## src/rtl/fetch_queue_pkg.sv

```systemverilog
// Purpose: shared types for the instruction-fetch front end (FSM states, queue entry, NOP).
// Latency: n/a (types and constants only).
// Backpressure: n/a.
package fetch_types;

  typedef enum logic [1:0] {
    IDLE    = 2'd0,  // no request outstanding, waiting for queue room
    REQ     = 2'd1,  // request outstanding, response will be enqueued
    DISCARD = 2'd2   // request outstanding, response will be dropped
  } fetch_state_t;

  // Queue entry layout for the default 32-bit PC configuration.
  typedef struct packed {
    logic [31:0] pc;
    logic [31:0] instr;
  } fetch_entry_t;

  // addi x0, x0, 0
  localparam logic [31:0] NOP_INSTR = 32'h00000013;

endpackage

```

## src/rtl/fetch_queue_fifo.sv

```systemverilog
// Purpose: synchronous DEPTH-entry FIFO with flush; head entry presented from registers.
// Latency: enqueued word visible at head the cycle after the enqueue edge.
// Backpressure: none internally; caller never enqueues when full (asserted), deq on empty is ignored.
//
// Ports: clk/rst (sync, active-low), flush (clears everything, beats enq/deq),
//        enq/enq_dat, deq, count/count_next (occupancy now / after this edge),
//        head_vld/head_dat (oldest entry).
module fetch_fifo #(
  parameter int WIDTH = 64,
  parameter int DEPTH = 4,
  localparam int PTR_W = $clog2(DEPTH),
  localparam int CNT_W = $clog2(DEPTH + 1)
) (
  input  logic             clk,
  input  logic             rst,
  input  logic             flush,
  input  logic             enq,
  input  logic [WIDTH-1:0] enq_dat,
  input  logic             deq,
  output logic [CNT_W-1:0] count,
  output logic [CNT_W-1:0] count_next,
  output logic             head_vld,
  output logic [WIDTH-1:0] head_dat
);

  logic [WIDTH-1:0] r_mem [DEPTH];
  logic [PTR_W-1:0] r_head;
  logic [PTR_W-1:0] r_tail;
  logic [CNT_W-1:0] r_count;
  logic             w_enq_eff;
  logic             w_deq_eff;

  // Flush wins over both operations; deq only counts when an entry exists.
  assign w_enq_eff = enq && !flush;
  assign w_deq_eff = deq && !flush && (r_count != '0);

  always_comb begin
    count_next = r_count;
    if (flush) begin
      count_next = '0;
    end else begin
      count_next = r_count + CNT_W'(w_enq_eff) - CNT_W'(w_deq_eff);
    end
  end

  // DEPTH is a power of two, so the pointers wrap by plain overflow.
  always_ff @(posedge clk) begin
    if (!rst) begin
      r_head  <= '0;
      r_tail  <= '0;
      r_count <= '0;
    end else begin
      r_count <= count_next;
      if (flush) begin
        r_head <= '0;
        r_tail <= '0;
      end else begin
        if (w_enq_eff) r_tail <= r_tail + PTR_W'(1);
        if (w_deq_eff) r_head <= r_head + PTR_W'(1);
      end
    end
  end

  // Storage needs no reset; occupancy alone decides what is valid.
  always_ff @(posedge clk) begin
    if (rst && w_enq_eff) begin
      r_mem[r_tail] <= enq_dat;
    end
  end

  assign count    = r_count;
  assign head_vld = (r_count != '0);
  assign head_dat = r_mem[r_head];

  // Requests are only issued with room available, so a full-queue enqueue is a design bug.
  a_no_overflow: assert property (@(posedge clk) disable iff (!rst)
    !(w_enq_eff && !w_deq_eff && (r_count == CNT_W'(DEPTH))));

endmodule

```

## src/rtl/fetch_queue.sv

```systemverilog
// Purpose: fetch front end: PC generator, single-outstanding icache request FSM, instruction queue.
// Latency: icache response enqueued at its edge, visible as valid/instr/pc the next cycle.
// Backpressure: fetching pauses (IDLE) while the queue would be full; deq stalls drain it.
//
// Ports: clk, rst (sync, active-low); icache_read/icache_addr out, icache_rdata/icache_resp in;
//        redirect/redirect_pc from EX/MEM; deq from ID; valid/instr/pc/count describe the head.
module fetch_queue
  import fetch_types::*;
#(
  parameter int             XLEN     = 32,
  parameter int             DEPTH    = 4,
  parameter logic [XLEN-1:0] RESET_PC = XLEN'(32'h00000060)
) (
  input  logic                         clk,
  input  logic                         rst,
  output logic                         icache_read,
  output logic [XLEN-1:0]              icache_addr,
  input  logic [31:0]                  icache_rdata,
  input  logic                         icache_resp,
  input  logic                         redirect,
  input  logic [XLEN-1:0]              redirect_pc,
  input  logic                         deq,
  output logic                         valid,
  output logic [31:0]                  instr,
  output logic [XLEN-1:0]              pc,
  output logic [$clog2(DEPTH+1)-1:0]   count
);

  localparam int CNT_W   = $clog2(DEPTH + 1);
  localparam int ENTRY_W = XLEN + 32;

  fetch_state_t     r_state;
  logic [XLEN-1:0]  r_fetch_pc;
  logic [XLEN-1:0]  r_req_addr;
  logic             r_read;

  logic             w_enq;
  logic [CNT_W-1:0] w_count_next;
  logic             w_has_room;
  logic             w_head_vld;
  logic [ENTRY_W-1:0] w_head_dat;
  logic [XLEN-1:0]  w_pc_inc;

  // Only a response that belongs to the current fetch stream gets queued.
  assign w_enq      = (r_state == REQ) && icache_resp && !redirect;
  assign w_has_room = (w_count_next < CNT_W'(DEPTH));
  assign w_pc_inc   = r_fetch_pc + XLEN'(4);

  fetch_fifo #(
    .WIDTH (ENTRY_W),
    .DEPTH (DEPTH)
  ) u_fifo (
    .clk        (clk),
    .rst        (rst),
    .flush      (redirect),
    .enq        (w_enq),
    .enq_dat    ({r_fetch_pc, icache_rdata}),
    .deq        (deq),
    .count      (count),
    .count_next (w_count_next),
    .head_vld   (w_head_vld),
    .head_dat   (w_head_dat)
  );

  always_ff @(posedge clk) begin
    if (!rst) begin
      r_state    <= IDLE;
      r_fetch_pc <= RESET_PC;
      r_req_addr <= RESET_PC;
      r_read     <= 1'b0;
    end else if (redirect) begin
      r_fetch_pc <= redirect_pc;
      case (r_state)
        IDLE: begin
          r_state    <= REQ;
          r_req_addr <= redirect_pc;
          r_read     <= 1'b1;
        end
        REQ: begin
          // A response landing now is stale; otherwise the in-flight one must be waited out.
          if (icache_resp) begin
            r_req_addr <= redirect_pc;
          end else begin
            r_state <= DISCARD;
          end
        end
        DISCARD: begin
          // Still waiting on the old response; only the restart target moves.
        end
        default: begin
          r_state <= IDLE;
          r_read  <= 1'b0;
        end
      endcase
    end else begin
      case (r_state)
        IDLE: begin
          if (w_has_room) begin
            r_state    <= REQ;
            r_req_addr <= r_fetch_pc;
            r_read     <= 1'b1;
          end
        end
        REQ: begin
          if (icache_resp) begin
            r_fetch_pc <= w_pc_inc;
            if (w_has_room) begin
              r_req_addr <= w_pc_inc;
            end else begin
              r_state <= IDLE;
              r_read  <= 1'b0;
            end
          end
        end
        DISCARD: begin
          if (icache_resp) begin
            r_state    <= REQ;
            r_req_addr <= r_fetch_pc;
          end
        end
        default: begin
          r_state <= IDLE;
          r_read  <= 1'b0;
        end
      endcase
    end
  end

  assign icache_read = r_read;
  assign icache_addr = r_req_addr;

  assign valid = w_head_vld;
  assign instr = w_head_vld ? w_head_dat[31:0] : NOP_INSTR;
  assign pc    = w_head_vld ? w_head_dat[ENTRY_W-1:32] : '0;

endmodule

```

## config.mk

```make
export PLATFORM = sky130hd
export DESIGN_NAME = fetch_queue
export DESIGN_NICKNAME = d
export VERILOG_FILES = /design/src/rtl/fetch_queue_pkg.sv /design/src/rtl/fetch_queue_fifo.sv /design/src/rtl/fetch_queue.sv
export SDC_FILE = /design/constraint.sdc
export NUM_CORES = 1
export LEC_CHECK = 0
export CORE_ASPECT_RATIO = 1.25
export CORE_MARGIN = 8
export CORE_UTILIZATION = 60
export DETAILED_ROUTE_END_ITERATION = 8
export GPL_TIMING_DRIVEN = 1
export PLACE_DENSITY_LB_ADDON = 0.1
export SLEW_MARGIN = 20
export SYNTH_ARGS = -nofsm -noshare
export SYNTH_HDL_FRONTEND = slang
export SYNTH_SLANG_ARGS = --single-unit
```

## constraint.sdc

```tcl
create_clock -name clk -period 7.55 [get_ports clk]
set_input_delay 0.755 -clock clk [delete_from_list [all_inputs] [get_ports clk]]
set_output_delay 0.755 -clock clk [all_outputs]
set_load 0.01 [all_outputs]
```

==> impl_metrics.env, run 1 <==
export IMPL_dp_hpwl_um=18700
export IMPL_min_to="icache_addr[14]"
export IMPL_finClkSkew_ns=0.0244
export IMPL_ff2ff_path_depth=13
export IMPL_cts_sinks=332
export IMPL_grt_antenna_before_repair=0
export IMPL_dr_pass1_iters=5
export IMPL_period_needed_ns=4.11
export IMPL_fin_crit_sh=0.544
export IMPL_syn_nets=1011
export IMPL_critPathLaunchType="flop"
export IMPL_grt_pass1_wl_um=46700
export IMPL_hold_class="flop to flop"
export IMPL_clkTransAtPathRegs_ns=0.07
export IMPL_criticalPathCategory="flop to output port"
export IMPL_holdBufCountCts=0
export IMPL_wirelength_um=29600
export IMPL_regToRegSetupSlack_ns=3.60
export IMPL_numCtsBuffers=30
export IMPL_yosys_area_top_type="edfxtp_1"
export IMPL_hp_start="icache_addr[14]"
export IMPL_num_nets_final=1164
export IMPL_pre_cts_ws_ns=3.32
export IMPL_postCtsSetupBuffers=0
export IMPL_drc_errors=0
export IMPL_r2r_start="u_fifo.count[1]"
export IMPL_ir_drop_mv=0.164
export IMPL_crit_slowest_cell="buf_4"
export IMPL_clock_path_buffers=3
export IMPL_port_buffers=169
export IMPL_yosysUniqueCellTypes=66
export IMPL_synth_most_common_cell="edfxtp_1"
export IMPL_worstPathCellList="buf_4 -> mux4_2 -> or2_2 -> clkdlybuf4s50_1"
export IMPL_crit_buf_inv=2
export IMPL_antenna_left=0
export IMPL_p_leak_nw=5.53
export IMPL_worstPathRequired_ns=6.80
export IMPL_wl_per_cell_um=21.2
export IMPL_grt_max_degree=67
export IMPL_ys_top_cells_by_count="256 x edfxtp_1, 76 x dfxtp_1, 69 x and2_1"
export IMPL_drt_iter0_drc=576
export IMPL_design_area_um2=17000
export IMPL_numPlacedInstances=1337
export IMPL_fin_cells=1395
export IMPL_setup_viol=0
export IMPL_ios=170
export IMPL_chipHeight_um=187
export IMPL_drv_cap=0
export IMPL_nFillCells=1492
export IMPL_clock_latency_ns=0.56
export IMPL_hold_violations=0
export IMPL_fmax_mhz=243
export IMPL_yosys_most_used_dff="edfxtp_1"
export IMPL_setup_ws_ns=3.44
export IMPL_r2r_end="icache_addr[26]"
export IMPL_hold_depth=2
export IMPL_rsz0062_at_grt="no"
export IMPL_die_area_um2=28600
export IMPL_ys_warn_count=0
export IMPL_worst_slew_pin_slew_ns=0.943
export IMPL_cp_arrival_ns=3.36
export IMPL_antenna_cells=0
export IMPL_synth_edf_count=256
export IMPL_grtUsageTotal=0.204
export IMPL_die_width_um=153
export IMPL_ys_top_cells_by_area="edfxtp_1 55%, dfxtp_1 11%, mux4_2 10%, and2_1 3.1%, xnor2_1 1.9%"
export IMPL_fin_tns_setup_ns=0
export IMPL_cts_resized=0
export IMPL_crit_fanout=43
export IMPL_status="completed"
export IMPL_place_area_um2=15800
export IMPL_gr_total_overflow=0
export IMPL_syn_inst=930
export IMPL_slew_limit_headroom=0.371
export IMPL_initial_utilization=0.612
export IMPL_core_area_um2=23000
export IMPL_synth_top_area_share=0.547
export IMPL_gp_congestion=0.852
export IMPL_grt_pass1_vias=8563
export IMPL_cts_root_buf="clkbuf_16"
export IMPL_critPathMaxStageDelay_ns=0.76
export IMPL_viasPerCell=5.94
export IMPL_crit_family="buffers and inverters"
export IMPL_cts_tree="yes"
export IMPL_drive_above_1_share=0.140
export IMPL_slew_viol_final=0
export IMPL_htree_levels=1
export IMPL_ys_seq_area_frac=0.656
export IMPL_row_count=62
export IMPL_vias=8282
export IMPL_netlist_area_um2=14000
export IMPL_async_flop_share=0
export IMPL_syn_avg_cell_area_um2=15.1
export IMPL_ys_ff_latch=332
export IMPL_p_per_area_nw_per_um2=241
export IMPL_finalPower_mw=4.08
export IMPL_crit_path_end_kind="output port"
export IMPL_area_growth_pct=20.7
[flip-flops by register name, summed over array words and instances, names as in the netlist, named ones only]
register / count
u_fifo.r_tail: 2
u_fifo.count: 3
icache_read: 1
u_fifo.r_mem: 256
icache_addr: 32
u_fifo.r_head: 2
r_fetch_pc: 32
r_state: 2
[metrics by stage]
stage / hold slack (ns) / utilization
after floorplan: 0.455 / -
after global placement: 0.455 / 0.689
after detailed placement: 0.460 / 0.689
after CTS: 0.471 / 0.737
after global routing: 0.489 / 0.738
final: 0.471 / 0.738
[logic make-up (layout without fill, tap and decap cells)]
group / after synthesis / after routing / share of synthesized area
flip-flops: 332 / 332 / 0.656
AND/OR/NAND/NOR: 279 / 279 / 0.113
AO/OA/AOI/OAI: 119 / 119 / 0.0555
buffers and inverters: 74 / 251 / 0.0286
multiplexers: 72 / 72 / 0.108
XOR/XNOR: 42 / 42 / 0.0273
adder cells (fa/ha/maj): 12 / 12 / 0.0112
[how the worst max path moves through the flow]
stage	from	to	slack, ns	cells past startpoint
floorplan	redirect	icache_addr[22]	3.97	14
global placement	redirect	icache_addr[28]	3.47	14
detailed placement	redirect	icache_addr[26]	3.32	14
CTS	flop	instr[4]	3.30	4
global route	flop	instr[4]	3.19	4
finish	flop	instr[4]	3.44	4
[power breakdown]
group	switching (mW)	leakage, nW	total [mW]	internal [mW]
logic	0.195	2.05	0.386	0.190
registers	0.0648	2.95	2.09	2.03
clock network	0.638	0.538	1.60	0.962
[routing by layer]
layer / wire (µm) / track usage
met1: 12500 / 0.258
met2: 14900 / 0.354
met3: 1580 / 0.0379
met4: 646 / 0.0599
met5: 0 / 0
[cell usage in the layout, fill, tap and decap left out, types with 5 or more instances in the layout]
master / synthesis / final
ha_1: 11 / 11
o31ai_1: 15 / 15
or4_1: 5 / 5
and3_1: 10 / 6
clkbuf_16: 0 / 37
nor2b_1: 7 / 7
a21boi_1: 5 / 5
nand3_1: 38 / 38
nor3_1: 26 / 26
mux4_2: 64 / 64
xor2_1: 11 / 11
buf_4: 3 / 12
nor4_1: 7 / 7
clkinv_2: 0 / 7
nand2b_1: 11 / 11
nor2_1: 36 / 36
nand4_1: 8 / 8
dfxtp_1: 76 / 74
and2_1: 69 / 69
o21ai_0: 30 / 30
clkbuf_1: 29 / 5
edfxtp_1: 256 / 256
clkdlybuf4s50_1: 0 / 167
mux2i_1: 7 / 7
and3_2: 1 / 5
xnor2_1: 30 / 30
nand2_1: 36 / 36
inv_1: 12 / 11
a21oi_1: 29 / 29
[worst register-to-register path, cell delays in order (launching register included)]
cell and delay (ns):
dfxtp_1 0.33, nor3_1 0.58, clkinv_1 0.18, and3_1 0.26, ha_1 0.28, inv_1 0.04
ha_1 0.19, fa_1 0.37, xor3_1 0.27, nor3b_2 0.27, o22a_1 0.18, buf_4 0.41
and2_1 0.34, a22o_1 0.18
[area by class of cell]
class                      count  area [µm²]  share of cell area
inverter                      12        45.0             0.00266
multi-input combinational    524        4440               0.262
clock inverter                12         113             0.00664
sequential                   332        9210               0.543
clock buffer                  44         972              0.0573
timing repair buffer         183        1810               0.107
tap                          288         360              0.0213
No activity file was read; power rests on OpenSTA's default activity.
==> inputs of run 2 (changes only) <==
--- a/config.mk
+++ b/config.mk
@@ -7,7 +7,7 @@
 export LEC_CHECK = 0
 export CORE_ASPECT_RATIO = 1.25
 export CORE_MARGIN = 8
-export CORE_UTILIZATION = 60
+export CORE_UTILIZATION = 56
 export DETAILED_ROUTE_END_ITERATION = 8
 export GPL_TIMING_DRIVEN = 1
 export PLACE_DENSITY_LB_ADDON = 0.1
==> constraint.sdc (replaced) <==
create_clock -name clk -period 3.8 [get_ports clk]
set_input_delay 0.38 -clock clk [delete_from_list [all_inputs] [get_ports clk]]
set_output_delay 0.38 -clock clk [all_outputs]
set_load 0.01 [all_outputs]
==> impl_metrics.env, run 2 (same netlist as run 1, synthesis figures left out) <==
export IMPL_status="completed"
export IMPL_htree_levels=1
export IMPL_worst_slew_pin_slew_ns=0.627
export IMPL_setup_viol=0
export IMPL_critPathLaunchType="flop"
export IMPL_gr_total_overflow=0
export IMPL_antenna_left=0
export IMPL_largest_register="u_fifo.r_mem"
export IMPL_final_cell_mix="256 x edfxtp_1, 167 x clkdlybuf4s50_1, 74 x dfxtp_1, 69 x and2_1, 64 x mux4_2"
export IMPL_hold_class="input port to flop"
export IMPL_dr_pass1_iters=5
export IMPL_postCtsSetupBuffers=0
export IMPL_largest_reg_flops=256
export IMPL_crit_buf_inv=3
export IMPL_crit_top_cell="ha_1"
export IMPL_clock_latency_ns=0.55
export IMPL_num_nets_final=1172
export IMPL_nFillCells=1804
export IMPL_final_common_cell="edfxtp_1"
export IMPL_dp_hpwl_um=19600
export IMPL_cts_root_buf="clkbuf_16"
export IMPL_grtUsageTotal=0.204
export IMPL_crit_family="adder cells"
export IMPL_holdBufCountCts=0
export IMPL_grt_pass1_vias=8525
export IMPL_rsz0062_at_grt="no"
export IMPL_fmax_mhz=293
export IMPL_worstPathCellList="nor3_1 -> clkinv_1 -> and3_1 -> ha_1 -> inv_1 -> ha_1 -> fa_1 -> xor3_1 -> nor3b_2 -> o22a_1 -> buf_4 -> o311ai_1"
export IMPL_fin_crit_sh=0.897
export IMPL_drv_cap=0
export IMPL_crit_path_end_kind="flop"
export IMPL_slew_viol_final=0
export IMPL_grt_antenna_before_repair=0
export IMPL_numCtsBuffers=30
export IMPL_p_per_area_nw_per_um2=460
export IMPL_criticalPathCategory="flop to flop"
export IMPL_slew_limit_headroom=0.582
export IMPL_fin_tns_setup_ns=0
export IMPL_numPlacedInstances=1394
export IMPL_crit_slowest_cell="o22a_1"
export IMPL_finalPower_mw=7.81
export IMPL_gp_congestion=0.790
export IMPL_design_area_um2=17000
export IMPL_cts_sinks=332
export IMPL_fin_cells=1450
export IMPL_row_count=65
export IMPL_grt_max_degree=66
export IMPL_drive_above_1_share=0.136
export IMPL_initial_utilization=0.563
export IMPL_vias=8353
export IMPL_cts_tree="yes"
export IMPL_clock_path_buffers=3
export IMPL_port_buffers=169
export IMPL_wl_per_cell_um=21.3
export IMPL_drt_iter0_drc=573
export IMPL_ios=170
export IMPL_antenna_cells=0
export IMPL_chipHeight_um=193
export IMPL_drc_errors=0
export IMPL_grt_pass1_wl_um=48100
export IMPL_die_width_um=158
export IMPL_crit_fanout=21
export IMPL_worstPathRequired_ns=4.19
export IMPL_hold_violations=0
export IMPL_critPathMaxStageDelay_ns=0.41
export IMPL_ir_drop_mv=0.354
export IMPL_viasPerCell=5.76
export IMPL_clkTransAtPathRegs_ns=0.07
export IMPL_core_area_um2=25000
export IMPL_period_needed_ns=3.41
export IMPL_cts_resized=0
export IMPL_die_area_um2=30400
export IMPL_cp_arrival_ns=3.80
export IMPL_wirelength_um=30900
export IMPL_place_area_um2=16100
export IMPL_area_growth_pct=21.0
export IMPL_finClkSkew_ns=0.0100
export IMPL_p_leak_nw=5.49
run 2: final timing paths:
path                                       from               to  slack (ns)  cells after the start
worst max-delay path            u_fifo.count[1]   icache_addr[5]        0.39                     12
worst max register to register  u_fifo.count[1]   icache_addr[5]        0.39                     12
worst min register to register   icache_addr[2]   icache_addr[2]        0.47                      2
worst min-delay path                        rst  u_fifo.count[0]        0.33                      3
run 2: worst min-delay path: cells and delay by family:
| kind | cells | cell delay (ns) |
|---|---|---|
| buffers and inverters | 1 | 0.10 |
| and+or+nand+nor | 2 | 0.35 |
run 2: where the power goes:
group          switching, mW  total (mW)  internal (mW)
logic                  0.392       0.790          0.398
registers              0.132        4.16           4.03
clock network           1.25        2.86           1.61
run 2: routing by layer:
layer | track usage | share of wire | up-vias
met2 | 0.345 | 0.49 | 242
met4 | 0.0481 | 0.018 | 0
li1 | - | - | 3876
met5 | 0 | 0 | -
met1 | 0.271 | 0.42 | 4197
met3 | 0.0339 | 0.064 | 38
run 2: through the flow:
| stage | hold slack (ns) | utilization | worst slack [ns] |
|---|---|---|---|
| floorplan | 0.455 | - | 0.487 |
| global placement | 0.442 | 0.643 | 0.342 |
| detailed placement | 0.451 | 0.643 | 0.309 |
| CTS | 0.307 | 0.681 | 0.359 |
| global route | 0.343 | 0.681 | 0.0196 |
| finish | 0.331 | 0.681 | 0.390 |
run 2: final cells by class:
type                            count  area, µm²  share of cell area
Tap cell                          335        419              0.0247
Timing Repair Buffer              191       1930               0.114
Sequential cell                   332       9210               0.542
Clock buffer                       46        852              0.0501
Inverter                           12       45.0             0.00265
Clock inverter                     10       73.8             0.00434
Multi-Input combinational cell    524       4450               0.262
